`src/rtl/temporal_spike_encoder_if.sv`:
```
// Handshake and spike bundle between a binary producer, the temporal spike
// encoder and its race-logic consumers.
interface temporal_spike_encoder_if #(
    parameter int NUM_CH = 2,
    parameter int VAL_W  = 5
);
    logic                    in_valid;
    logic                    in_ready;
    logic [NUM_CH*VAL_W-1:0] in_vals;
    logic                    gamma_rst;
    logic [NUM_CH-1:0]       spike_out;
    logic [VAL_W-2:0]        gamma_t;
    logic                    busy;

    modport master (
        output in_valid, in_vals,
        input  in_ready, gamma_rst, spike_out, gamma_t, busy
    );

    modport slave (
        input  in_valid, in_vals,
        output in_ready, gamma_rst, spike_out, gamma_t, busy
    );
endinterface

```
`src/rtl/temporal_spike_encoder.sv`:
```
// Binary-to-race-logic encoder: each accepted lane value v becomes a pulse
// rising v steps into a gamma cycle, framed by an ARM cycle that pulses gamma_rst.
module temporal_spike_encoder #(
    parameter int GAMMA_CYCLE_WIDTH = 16,
    parameter int PULSE_WIDTH       = 8,
    parameter int NUM_CH            = 2,
    parameter int VAL_W             = $clog2(GAMMA_CYCLE_WIDTH) + 1
) (
    input  logic                     aclk,
    input  logic                     grst,
    temporal_spike_encoder_if.slave  bus
);

    localparam int T_W = VAL_W - 1;
    // Clamping the pulse to the gamma length keeps v+P inside VAL_W+1 bits; the
    // visible result is unchanged because pulses are cut at the last step anyway.
    localparam int P_EFF = (PULSE_WIDTH > GAMMA_CYCLE_WIDTH) ? GAMMA_CYCLE_WIDTH : PULSE_WIDTH;

    localparam logic [T_W-1:0] T_LAST = T_W'(GAMMA_CYCLE_WIDTH - 1);
    localparam logic [VAL_W:0] G_EXT  = (VAL_W + 1)'(GAMMA_CYCLE_WIDTH);
    localparam logic [VAL_W:0] P_EXT  = (VAL_W + 1)'(P_EFF);

    typedef enum logic [1:0] {
        IDLE,
        ARM,
        RUN
    } state_e;

    state_e                  state_q, state_d;
    logic [T_W-1:0]          t_q, t_d;
    logic [NUM_CH*VAL_W-1:0] vals_q, vals_d;
    logic [NUM_CH-1:0]       spike_q, spike_d;

    logic           lastStep;
    logic           ready;
    logic           accept;
    logic [VAL_W:0] laneVal;
    logic [VAL_W:0] tExt;

    always_comb begin
        lastStep = (state_q == RUN) && (t_q == T_LAST);
        ready    = !grst && ((state_q == IDLE) || lastStep);
        accept   = bus.in_valid && ready;
    end

    always_comb begin
        state_d = state_q;
        unique case (state_q)
            IDLE: if (accept) state_d = ARM;
            ARM:  state_d = RUN;
            RUN: begin
                if (lastStep) state_d = accept ? ARM : IDLE;
            end
            default: state_d = IDLE;
        endcase
    end

    // Spikes are computed from the upcoming state and step so the registered
    // output lines up with gamma_t in the same cycle.
    always_comb begin
        t_d     = '0;
        vals_d  = vals_q;
        spike_d = '0;
        laneVal = '0;
        tExt    = '0;

        if ((state_q == RUN) && (state_d == RUN)) t_d = t_q + 1'b1;
        if (accept) vals_d = bus.in_vals;

        tExt = {2'b00, t_d};
        for (int i = 0; i < NUM_CH; i++) begin
            laneVal    = {1'b0, vals_q[i*VAL_W +: VAL_W]};
            spike_d[i] = (state_d == RUN) && (laneVal < G_EXT)
                         && (tExt >= laneVal) && (tExt < laneVal + P_EXT);
        end
    end

    always_ff @(posedge aclk) begin
        if (grst) begin
            state_q <= IDLE;
            t_q     <= '0;
            vals_q  <= '0;
            spike_q <= '0;
        end else begin
            state_q <= state_d;
            t_q     <= t_d;
            vals_q  <= vals_d;
            spike_q <= spike_d;
        end
    end

    always_comb begin
        bus.in_ready  = ready;
        bus.gamma_rst = (state_q == ARM);
        bus.busy      = (state_q != IDLE);
        bus.gamma_t   = t_q;
        bus.spike_out = spike_q;
    end

endmodule

```
`src/flat_wrapper.sv`:
```
// flat-port wrapper written by rule: the top's interface ports become plain ports
module temporal_spike_encoder_flat 
#(
    parameter int GAMMA_CYCLE_WIDTH = 16,
    parameter int PULSE_WIDTH       = 8,
    parameter int NUM_CH            = 2,
    parameter int VAL_W             = $clog2(GAMMA_CYCLE_WIDTH) + 1
)
  (aclk, grst, bus_in_valid, bus_in_vals, bus_in_ready, bus_gamma_rst, bus_spike_out, bus_gamma_t, bus_busy);
  temporal_spike_encoder_if #(.NUM_CH(NUM_CH), .VAL_W(VAL_W)) bus_i ();
  input  logic aclk;
  input  logic grst;
  input wire logic [$bits(bus_i.in_valid)-1:0] bus_in_valid;
  input wire logic [$bits(bus_i.in_vals)-1:0] bus_in_vals;
  output wire logic [$bits(bus_i.in_ready)-1:0] bus_in_ready;
  output wire logic [$bits(bus_i.gamma_rst)-1:0] bus_gamma_rst;
  output wire logic [$bits(bus_i.spike_out)-1:0] bus_spike_out;
  output wire logic [$bits(bus_i.gamma_t)-1:0] bus_gamma_t;
  output wire logic [$bits(bus_i.busy)-1:0] bus_busy;
  assign bus_i.in_valid = bus_in_valid;
  assign bus_i.in_vals = bus_in_vals;
  assign bus_in_ready = bus_i.in_ready;
  assign bus_gamma_rst = bus_i.gamma_rst;
  assign bus_spike_out = bus_i.spike_out;
  assign bus_gamma_t = bus_i.gamma_t;
  assign bus_busy = bus_i.busy;
  temporal_spike_encoder #(.GAMMA_CYCLE_WIDTH(GAMMA_CYCLE_WIDTH), .PULSE_WIDTH(PULSE_WIDTH), .NUM_CH(NUM_CH), .VAL_W(VAL_W)) u_core (.aclk(aclk), .grst(grst), .bus(bus_i));
endmodule
```
`config.mk`:
```
export PLATFORM = sky130hd
export DESIGN_NAME = temporal_spike_encoder_flat
export DESIGN_NICKNAME = d
export VERILOG_FILES = /design/src/rtl/temporal_spike_encoder_if.sv /design/src/rtl/temporal_spike_encoder.sv /design/src/flat_wrapper.sv
export SDC_FILE = /design/constraint.sdc
export NUM_CORES = 1
export LEC_CHECK = 0
export CAP_MARGIN = 10
export CORE_MARGIN = 4
export CORE_UTILIZATION = 51
export CTS_BUF_LIST = sky130_fd_sc_hd__clkbuf_16
export DETAILED_ROUTE_END_ITERATION = 10
export PLACE_DENSITY = 0.81
export SYNTH_ARGS = -nofsm -noshare
export SYNTH_HDL_FRONTEND = slang
export SYNTH_SLANG_ARGS = --single-unit
```
`constraint.sdc`:
```
create_clock -name aclk -period 6.6 [get_ports aclk]
set_input_delay 1.98 -clock aclk [delete_from_list [all_inputs] [get_ports aclk]]
set_output_delay 1.98 -clock aclk [all_outputs]
set_load 0.02 [all_outputs]
```
Word level (Yosys, flattened, before mapping)
Cells that the tools add are included.
{"block": "word_totals", "out_inout_bits": 9, "inputBits": 13, "ramBits": 0, "memories": 0, "rom_bits": 0, "wordCells": 36, "latchBits": 0, "register_bits": 18}
{"block": "classes", "eq_ne": 4, "div": 0, "shifts": 0, "bitwise": 0, "n_mul": 0, "magnitude_cmp": 6, "add_sub_neg": 3, "n_mux": 5, "n_reduce_logical": 14}
{"operator": "5-bit by 4-bit adder with 6-bit output (second input constant)", "n": 2}
{"operator": "4-bit by 6-bit < comparator with 1-bit output", "n": 2}
{"operator": "4-bit by 5-bit greater-or-equal comparator with 1-bit output", "n": 2}
{"operator": "1-bit logical AND", "n": 10}
{"operator": "5-bit < comparator (second input constant)", "n": 2}
{"operator": "2-bit case mux with 3 select lines", "n": 1}
{"operator": "4-bit by 1-bit adder with 4-bit output (second input constant)", "n": 1}
{"operator": "2-bit == test (second input constant)", "n": 2}
{"operator": "4-bit == test (second input constant)", "n": 1}
{"operator": "2-bit two-way mux", "n": 2}
{"operator": "4-bit two-way mux", "n": 1}
{"operator": "2-bit by 1-bit == test with 1-bit output (second input constant)", "n": 1}
{"operator": "2-bit logical NOT", "n": 1}
{"operator": "2-bit nonzero test", "n": 1}
{"operator": "1-bit logical NOT", "n": 1}
{"operator": "1-bit logical OR", "n": 1}
{"operator": "1-bit two-way mux", "n": 1}

Logic depth before layout (Yosys ltp)
Gate-level depths: netlist (run 1).
{"block": "depth", "depth_word": 14, "depth_mapped": 9, "depth_no_buf": 9}

Least setup slack after synthesis (run 1)
No wires, ideal clock.
{"block": "synth_path", "path_type": "input to output", "start": "input port grst", "end": "output port bus_in_ready", "slack_ns": 2.012, "n_path_buf": 0, "stages": 2, "required_ns": 4.620, "arrival_ns": 2.608, "path_cell_list": "nor2_1 -> a21boi_0"}
{"block": "synth_via", "elab_chain_cells": 2}
{"element": "from (decl)", "line_no": "flat_wrapper.sv:12", "rtl": "input logic grst;"}
{"element": "1-bit logical NOT", "line_no": "temporal_spike_encoder.sv:42", "rtl": "ready = !grst && ((state_q == IDLE) || lastStep);"}
{"element": "1-bit logical AND", "line_no": "temporal_spike_encoder.sv:42"}
{"element": "to (decl)", "line_no": "flat_wrapper.sv:15", "rtl": "output wire logic [$bits(bus_i.in_ready)-1:0] bus_in_ready;"}
Every way passes these cells.

Worst setup path in the final report (run 1)
Ends and elaborated chain as after synthesis.

==> metrics.txt, run 1 <==
# TYPE chip_impl_metric gauge
chip_impl_info{name="outcome",value="finished, final reports clean"} 1
chip_impl_metric{name="ioPinCount",unit=""} 22
chip_impl_info{name="dr.max_layer_used",value="met4"} 1
chip_impl_metric{name="layout.cell_area.non_filler",unit="µm²"} 1240
chip_impl_metric{name="totalWireLength",unit="µm"} 1930
chip_impl_metric{name="layout.area.seq",unit="µm²"} 360
chip_impl_info{name="cts_root_buffer",value="sky130_fd_sc_hd__clkbuf_16"} 1
chip_impl_metric{name="report.power.total",unit="µW"} 284
chip_impl_metric{name="finalSetupTns",unit="ps"} 0
chip_impl_metric{name="postCtsResizedCells",unit=""} 0
chip_impl_metric{name="clock-sinks",unit=""} 18
chip_impl_metric{name="grt_antenna_before_repair",unit=""} 0
chip_impl_metric{name="final.setup.worst_slack",unit="ps"} 942
chip_impl_metric{name="post_route_cells_drive_above_1_share",unit="%"} 5.56
chip_impl_metric{name="routed-wl-met2",unit="µm"} 976
chip_impl_metric{name="wl_per_cell",unit="µm"} 12.8
chip_impl_metric{name="groute.usage.overall",unit="%"} 17.2
chip_impl_metric{name="final_period_minus_worst_setup_slack",unit="ps"} 5660
chip_impl_metric{name="hold_buffers",unit=""} 0
chip_impl_metric{name="core_region_area",unit="µm²"} 1730
chip_impl_metric{name="placement_setup_slack",unit="ps"} 927
chip_impl_metric{name="drv_slew",unit=""} 0
chip_impl_metric{name="synth_top_area_share",unit="%"} 38.5
chip_impl_metric{name="overflow",unit=""} 0
chip_impl_metric{name="die_x",unit="µm"} 50.8
chip_impl_metric{name="avgSynthCellArea",unit="µm²"} 9.09
chip_impl_metric{name="tightest_slew",unit="ps"} 973
chip_impl_metric{name="syn-instance-count",unit=""} 103
chip_impl_metric{name="worstSkewPairLatency",unit="ps"} 250
chip_impl_metric{name="place.gp.congestion",unit=""} 0.781
chip_impl_metric{name="hold_viol_final",unit=""} 0
chip_impl_metric{name="static_leak",unit="µW"} 0.000511
chip_impl_metric{name="setup_viol",unit=""} 0
chip_impl_metric{name="clock_buffer_depth",unit=""} 2
chip_impl_metric{name="drc",unit=""} 0
chip_impl_metric{name="post-cts-setup-buffers",unit=""} 0
chip_impl_metric{name="clk_transition_reported_paths",unit="ps"} 50
chip_impl_info{name="synth_common_cells",value="sky130_fd_sc_hd__dfxtp_1 (18), sky130_fd_sc_hd__nor2_1 (15), sky130_fd_sc_hd__inv_1 (12)"} 1
chip_impl_metric{name="critical_path_required",unit="ps"} 4620
chip_impl_metric{name="detail_route.first_pass.iterations",unit=""} 4
chip_impl_metric{name="detail_route.wirelength.met1",unit="µm"} 787
chip_impl_metric{name="cts_made_buffers",unit=""} 3
chip_impl_info{name="synth_largest_area_cell",value="sky130_fd_sc_hd__dfxtp_1"} 1
chip_impl_metric{name="grt_pass1_wl",unit="µm"} 3310
chip_impl_metric{name="ys_warn_count",unit=""} 0
chip_impl_metric{name="max_clock_freq",unit="MHz"} 177
chip_impl_metric{name="p_per_area",unit="nW/µm²"} 228
chip_impl_metric{name="synth.yosys.seq_area_share",unit="%"} 38.5
chip_impl_metric{name="yosysUniqueCellTypes",unit=""} 29
chip_impl_info{name="critical_path.startpoint_type",value="input port"} 1
chip_impl_info{name="clock_tree_from_tritoncts",value="done"} 1
chip_impl_metric{name="diodes",unit=""} 0
chip_impl_info{name="yosys_most_used_dff",value="sky130_fd_sc_hd__dfxtp_1"} 1
chip_impl_metric{name="initial_core_utilization",unit="%"} 54.2
chip_impl_metric{name="ys_seq_elements",unit=""} 18
chip_impl_metric{name="detail_route.iter0.violations",unit=""} 9
chip_impl_metric{name="synth.cell_area",unit="µm²"} 936
chip_impl_metric{name="final_net_count",unit=""} 151
chip_impl_metric{name="grt_pass1_vias",unit=""} 792
chip_impl_metric{name="synthToLayoutAreaGrowth",unit="%"} 32.6
chip_impl_metric{name="placementRows",unit=""} 15
chip_impl_info{name="holdCritPathClass",value="flop to flop"} 1
chip_impl_metric{name="multiInputGateArea",unit="µm²"} 515
chip_impl_metric{name="route.detailed.vias_per_inst",unit=""} 5.16
chip_impl_metric{name="synth-async-reset-ratio",unit="%"} 0
chip_impl_metric{name="ant_nets",unit=""} 0
chip_impl_metric{name="n_fill_cell",unit=""} 138
chip_impl_metric{name="maxSlewHeadroom",unit="%"} 35.1
chip_impl_metric{name="grt_start_max_net_pins",unit=""} 18
chip_impl_metric{name="io_buffers",unit=""} 21
chip_impl_metric{name="critical_path_arrival",unit="ps"} 3680
chip_impl_metric{name="irDropWorstVdd",unit="µV"} 167
chip_impl_metric{name="route.met3.wl",unit="µm"} 126
chip_impl_metric{name="crit_path_max_fanout",unit=""} 13
chip_impl_metric{name="post-route-period-util",unit="%"} 85.7
chip_impl_metric{name="die_height",unit="µm"} 50.8
chip_impl_metric{name="num_vias",unit=""} 779
chip_impl_metric{name="placed_cell_area",unit="µm²"} 1160
chip_impl_info{name="path_class",value="input port to primary output"} 1
chip_impl_metric{name="overall_die_area",unit="µm²"} 2580
chip_impl_metric{name="maxCapViolCount",unit=""} 0
chip_impl_info{name="synth_most_common_cell",value="sky130_fd_sc_hd__dfxtp_1"} 1
chip_impl_metric{name="clock_tree.htree_level_count",unit=""} 1
chip_impl_metric{name="worst_hold_slack",unit="ps"} 446
chip_impl_info{name="setup.worst_path.end_class",value="primary output"} 1
chip_impl_info{name="rsz_0062_raised_after_global_routing",value="no"} 1
chip_impl_metric{name="synth.net_count",unit=""} 127
chip_impl_metric{name="skew",unit="ps"} 2.18
chip_impl_metric{name="synth-edff-count",unit=""} 0
chip_impl_info{name="yosys-top-cells-area",value="sky130_fd_sc_hd__dfxtp_1 (39%), sky130_fd_sc_hd__ha_1 (15%), sky130_fd_sc_hd__nor2_1 (6.0%), sky130_fd_sc_hd__inv_1 (4.8%), sky130_fd_sc_hd__o31ai_1 (4.8%)"} 1
chip_impl_metric{name="half_perimeter_wire_length_after_detailed_placement",unit="µm"} 1530
chip_impl_metric{name="timing.reg2reg.setup_slack",unit="ps"} 4080
[cells by family (layout without fill, tap and decap cells)]
| logic type | count (synthesis) | after routing | share of synthesized area [%] |
|---|---|---|---|
| compound gates | 18 | 18 | 15.6 |
| xor+xnor | 2 | 2 | 1.87 |
| fa+ha+maj | 11 | 11 | 14.7 |
| buf+inv | 14 | 37 | 6.42 |
| flops | 18 | 18 | 38.5 |
| mux | 4 | 4 | 4.28 |
| simple gates | 36 | 36 | 18.6 |
[final cells by class]
cell class	count	share of cell area (%)
multi-input cells	71	41.5
flip-flops and latches	18	29.0
repair buffers	21	16.9
clock buffers	3	6.05
inverters	12	3.63
well taps	25	2.52
clock inverters	1	0.302
[stage by stage]
stage / utilization [%] / std cells
6_report: 71.9 / 151
2_1_floorplan: - / 103
3_5_place_dp: 67.3 / 147
4_1_cts: 71.9 / 151
3_3_place_gp: 67.3 / 147
5_1_grt: 71.9 / 151
[worst max-delay path: stages]
cell	delay, ps
sky130_fd_sc_hd__clkdlybuf4s50_1	670
sky130_fd_sc_hd__nor2_1	220
sky130_fd_sc_hd__a21boi_0	190
sky130_fd_sc_hd__clkdlybuf4s50_1	620
[per-layer routing]
| metal | GRT usage (%) | vias to the layer above |
|---|---|---|
| li1 | - | 401 |
| met1 | 17.3 | 350 |
| met2 | 32.6 | 23 |
| met3 | 4.37 | 5 |
| met4 | 8.07 | 0 |
| met5 | 0 | - |
[cell usage in the layout (no fill, tap or decap), drive strengths merged, types with 2 or more instances in the layout]
master / n
nand3: 3
nor2: 15
ha: 11
mux2i: 4
nor2b: 2
a2111oi: 2
a21oi: 4
dfxtp: 18
nand2: 6
nor3: 2
clkdlybuf4s50: 21
o31ai: 6
clkbuf: 3
or2: 2
inv: 12
nand2b: 3
[where the power goes]
group	switching, µW	internal [µW]	total (µW)
Clock	40.2	80.5	121
Sequential	3.87	115	119
Combinational	21.0	23.0	44.0
[path summary, 6_finish.rpt]
kind / end / cells after the start / from
worst max-delay path: bus_in_ready / 4 / grst
worst min-delay path: u_core.bus.spike_out[0] / 1 / u_core.vals_q[4]
worst max register to register: u_core.bus.spike_out[1] / 9 / u_core.bus.gamma_t[0]
worst min register to register: u_core.bus.spike_out[0] / 1 / u_core.vals_q[4]
[flip-flops by register name, indices dropped and copies added, names as in the netlist]
| signal | count |
|---|---|
| u_core.vals_q | 10 |
| u_core.bus.gamma_t | 4 |
| u_core.bus.spike_out | 2 |
| u_core.state_q | 2 |
Note: power is estimated with default switching activity, not from simulation.
==> run 2: changes to the inputs <==
CORE_UTILIZATION = 30   (was 51)
CTS_CLUSTER_DIAMETER = 40   (was not set)
PLACE_DENSITY = not set   (was 0.81)
==> run 2 against run 1 <==
Register-to-register slack improved by 160 ps. Power up 0.13%. Clock skew about the same. First-iteration DRC count rose to 2.9 times the previous value. Utilization fell by 30 points. Design area is 1.9% higher. Highest routed layer unchanged. Non-clock buffer count unchanged.
==> metrics.txt, run 2 (same netlist as run 1, synthesis figures left out) <==
# TYPE chip_impl_metric gauge
chip_impl_info{name="outcome",value="finished, final reports clean"} 1
chip_impl_metric{name="report.power.total",unit="µW"} 284
chip_impl_metric{name="crit_path_max_fanout",unit=""} 13
chip_impl_info{name="setup.worst_path.end_class",value="primary output"} 1
chip_impl_metric{name="grt_antenna_before_repair",unit=""} 0
chip_impl_info{name="clock_tree_from_tritoncts",value="done"} 1
chip_impl_metric{name="hold_viol_final",unit=""} 0
chip_impl_metric{name="route.detailed.vias_per_inst",unit=""} 4.49
chip_impl_metric{name="ioPinCount",unit=""} 22
chip_impl_metric{name="clock-sinks",unit=""} 18
chip_impl_metric{name="grt_pass1_wl",unit="µm"} 3250
chip_impl_metric{name="grt_pass1_vias",unit=""} 740
chip_impl_metric{name="drc",unit=""} 0
chip_impl_info{name="mostFrequentLayoutCell",value="sky130_fd_sc_hd__clkdlybuf4s50_1"} 1
chip_impl_info{name="mostFrequentLayoutCells",value="sky130_fd_sc_hd__clkdlybuf4s50_1 (21), sky130_fd_sc_hd__dfxtp_1 (18), sky130_fd_sc_hd__nor2_1 (15)"} 1
chip_impl_info{name="largest-register",value="u_core.vals_q"} 1
chip_impl_metric{name="initial_core_utilization",unit="%"} 30.9
chip_impl_metric{name="irDropWorstVdd",unit="µV"} 86.6
chip_impl_metric{name="maxCapViolCount",unit=""} 0
chip_impl_metric{name="overall_die_area",unit="µm²"} 4080
chip_impl_metric{name="fin_cells",unit=""} 170
chip_impl_metric{name="io_buffers",unit=""} 21
chip_impl_metric{name="post-cts-setup-buffers",unit=""} 0
chip_impl_metric{name="drv_slew",unit=""} 0
chip_impl_metric{name="clock_tree.htree_level_count",unit=""} 1
chip_impl_metric{name="cts_made_buffers",unit=""} 3
chip_impl_metric{name="largest_reg_flops",unit=""} 10
chip_impl_metric{name="totalWireLength",unit="µm"} 1860
chip_impl_metric{name="die_height",unit="µm"} 63.9
chip_impl_metric{name="static_leak",unit="µW"} 0.000511
chip_impl_metric{name="post_route_cells_drive_above_1_share",unit="%"} 5.56
chip_impl_metric{name="detail_route.iter0.violations",unit=""} 26
chip_impl_info{name="cts_root_buffer",value="sky130_fd_sc_hd__clkbuf_16"} 1
chip_impl_metric{name="dpl.cell_count",unit=""} 166
chip_impl_metric{name="final_net_count",unit=""} 151
chip_impl_metric{name="tightest_slew",unit="ps"} 1010
chip_impl_info{name="holdCritPathClass",value="flop to flop"} 1
chip_impl_metric{name="worstSkewPairLatency",unit="ps"} 250
chip_impl_info{name="path_class",value="input port to primary output"} 1
chip_impl_metric{name="hold_buffers",unit=""} 0
chip_impl_metric{name="clock_buffer_depth",unit=""} 2
chip_impl_info{name="critical_path.startpoint_type",value="input port"} 1
chip_impl_metric{name="detail_route.first_pass.iterations",unit=""} 4
chip_impl_metric{name="core_region_area",unit="µm²"} 3030
chip_impl_metric{name="placementRows",unit=""} 20
chip_impl_metric{name="overflow",unit=""} 0
chip_impl_metric{name="finalSetupTns",unit="ps"} 0
chip_impl_info{name="rsz_0062_raised_after_global_routing",value="no"} 1
chip_impl_metric{name="n_fill_cell",unit=""} 311
chip_impl_metric{name="postCtsResizedCells",unit=""} 0
chip_impl_metric{name="ant_nets",unit=""} 0
chip_impl_metric{name="num_vias",unit=""} 764
chip_impl_metric{name="max_clock_freq",unit="MHz"} 174
chip_impl_metric{name="wl_per_cell",unit="µm"} 10.9
chip_impl_metric{name="clk_transition_reported_paths",unit="ps"} 50
chip_impl_metric{name="setup_viol",unit=""} 0
chip_impl_metric{name="grt_start_max_net_pins",unit=""} 18
chip_impl_metric{name="skew",unit="ps"} 2.07
chip_impl_metric{name="synthToLayoutAreaGrowth",unit="%"} 35.2
chip_impl_metric{name="critical_path_arrival",unit="ps"} 3780
chip_impl_metric{name="timing.reg2reg.setup_slack",unit="ps"} 4240
chip_impl_metric{name="die_x",unit="µm"} 63.9
chip_impl_metric{name="post-route-period-util",unit="%"} 87.3
chip_impl_metric{name="maxSlewHeadroom",unit="%"} 32.8
chip_impl_metric{name="p_per_area",unit="nW/µm²"} 224
chip_impl_metric{name="critical_path_required",unit="ps"} 4620
chip_impl_metric{name="final_period_minus_worst_setup_slack",unit="ps"} 5760
chip_impl_metric{name="place.gp.congestion",unit=""} 0.727
chip_impl_metric{name="groute.usage.overall",unit="%"} 10.8
chip_impl_metric{name="worst_hold_slack",unit="ps"} 452
chip_impl_metric{name="half_perimeter_wire_length_after_detailed_placement",unit="µm"} 1430
chip_impl_metric{name="diodes",unit=""} 0
-- run 2: cell counts in the layout (fill, tap and decap cells not counted) --
No cell type changed its count.
-- run 2: area by class of cell --
cell class | count | area, µm² | area share, %
sequential | 18 | 360 | 28.5
tap | 44 | 55.1 | 4.35
clock inverter | 1 | 3.75 | 0.297
timing repair buffer | 21 | 210 | 16.6
clock buffer | 3 | 75.1 | 5.93
inverter | 12 | 45.0 | 3.56
multi-input combinational | 71 | 515 | 40.8
-- run 2: power breakdown --
group / switching (µW) / leakage [µW] / internal, µW
Combinational: 20.4 / 0.000326 / 22.8
Clock: 41.4 / 0.0000385 / 80.6
Sequential: 3.74 / 0.000147 / 115
Total: 65.5 / 0.000511 / 218
-- run 2: worst paths after layout --
path / from / endpoint / cells after the start
min reg2reg: u_core.vals_q[4] / u_core.bus.spike_out[0] / 1
max reg2reg: u_core.bus.gamma_t[0] / u_core.bus.spike_out[1] / 9
max: grst / bus_in_ready / 4
min: u_core.vals_q[4] / u_core.bus.spike_out[0] / 1
-- run 2: layer usage --
metal  track usage, %  routed length (µm)  vias up
met5                0                   0        -
met4             10.5                  83        0
met3             3.34                 110        5
met2             15.7                 794       20
met1             12.1                 868      339
li1                 -                   -      400
-- run 2: through the flow --
| stage | cell area [µm²] | util [%] | worst slack, ps |
|---|---|---|---|
| 5_1_grt | 1260 | 41.8 | 666 |
| 3_5_place_dp | 1190 | 39.2 | 803 |
| 4_1_cts | 1260 | 41.8 | 807 |
| 2_1_floorplan | 936 | - | 2010 |
| 3_3_place_gp | 1190 | 39.2 | 897 |
| 6_report | 1260 | 41.8 | 839 |
-- run 2: worst max-delay path: stages --
cell                              delay (ps)
sky130_fd_sc_hd__clkdlybuf4s50_1         700
sky130_fd_sc_hd__nor2_1                  240
sky130_fd_sc_hd__a21boi_0                220
sky130_fd_sc_hd__clkdlybuf4s50_1         630
==> run 3: changes to the inputs <==
SETUP_SLACK_MARGIN = 0.15   (was not set)
TNS_END_PERCENT = 20   (was not set)
==> results of run 3 <==
No change in the layout: final DEF, timing and power equal those of run 2.
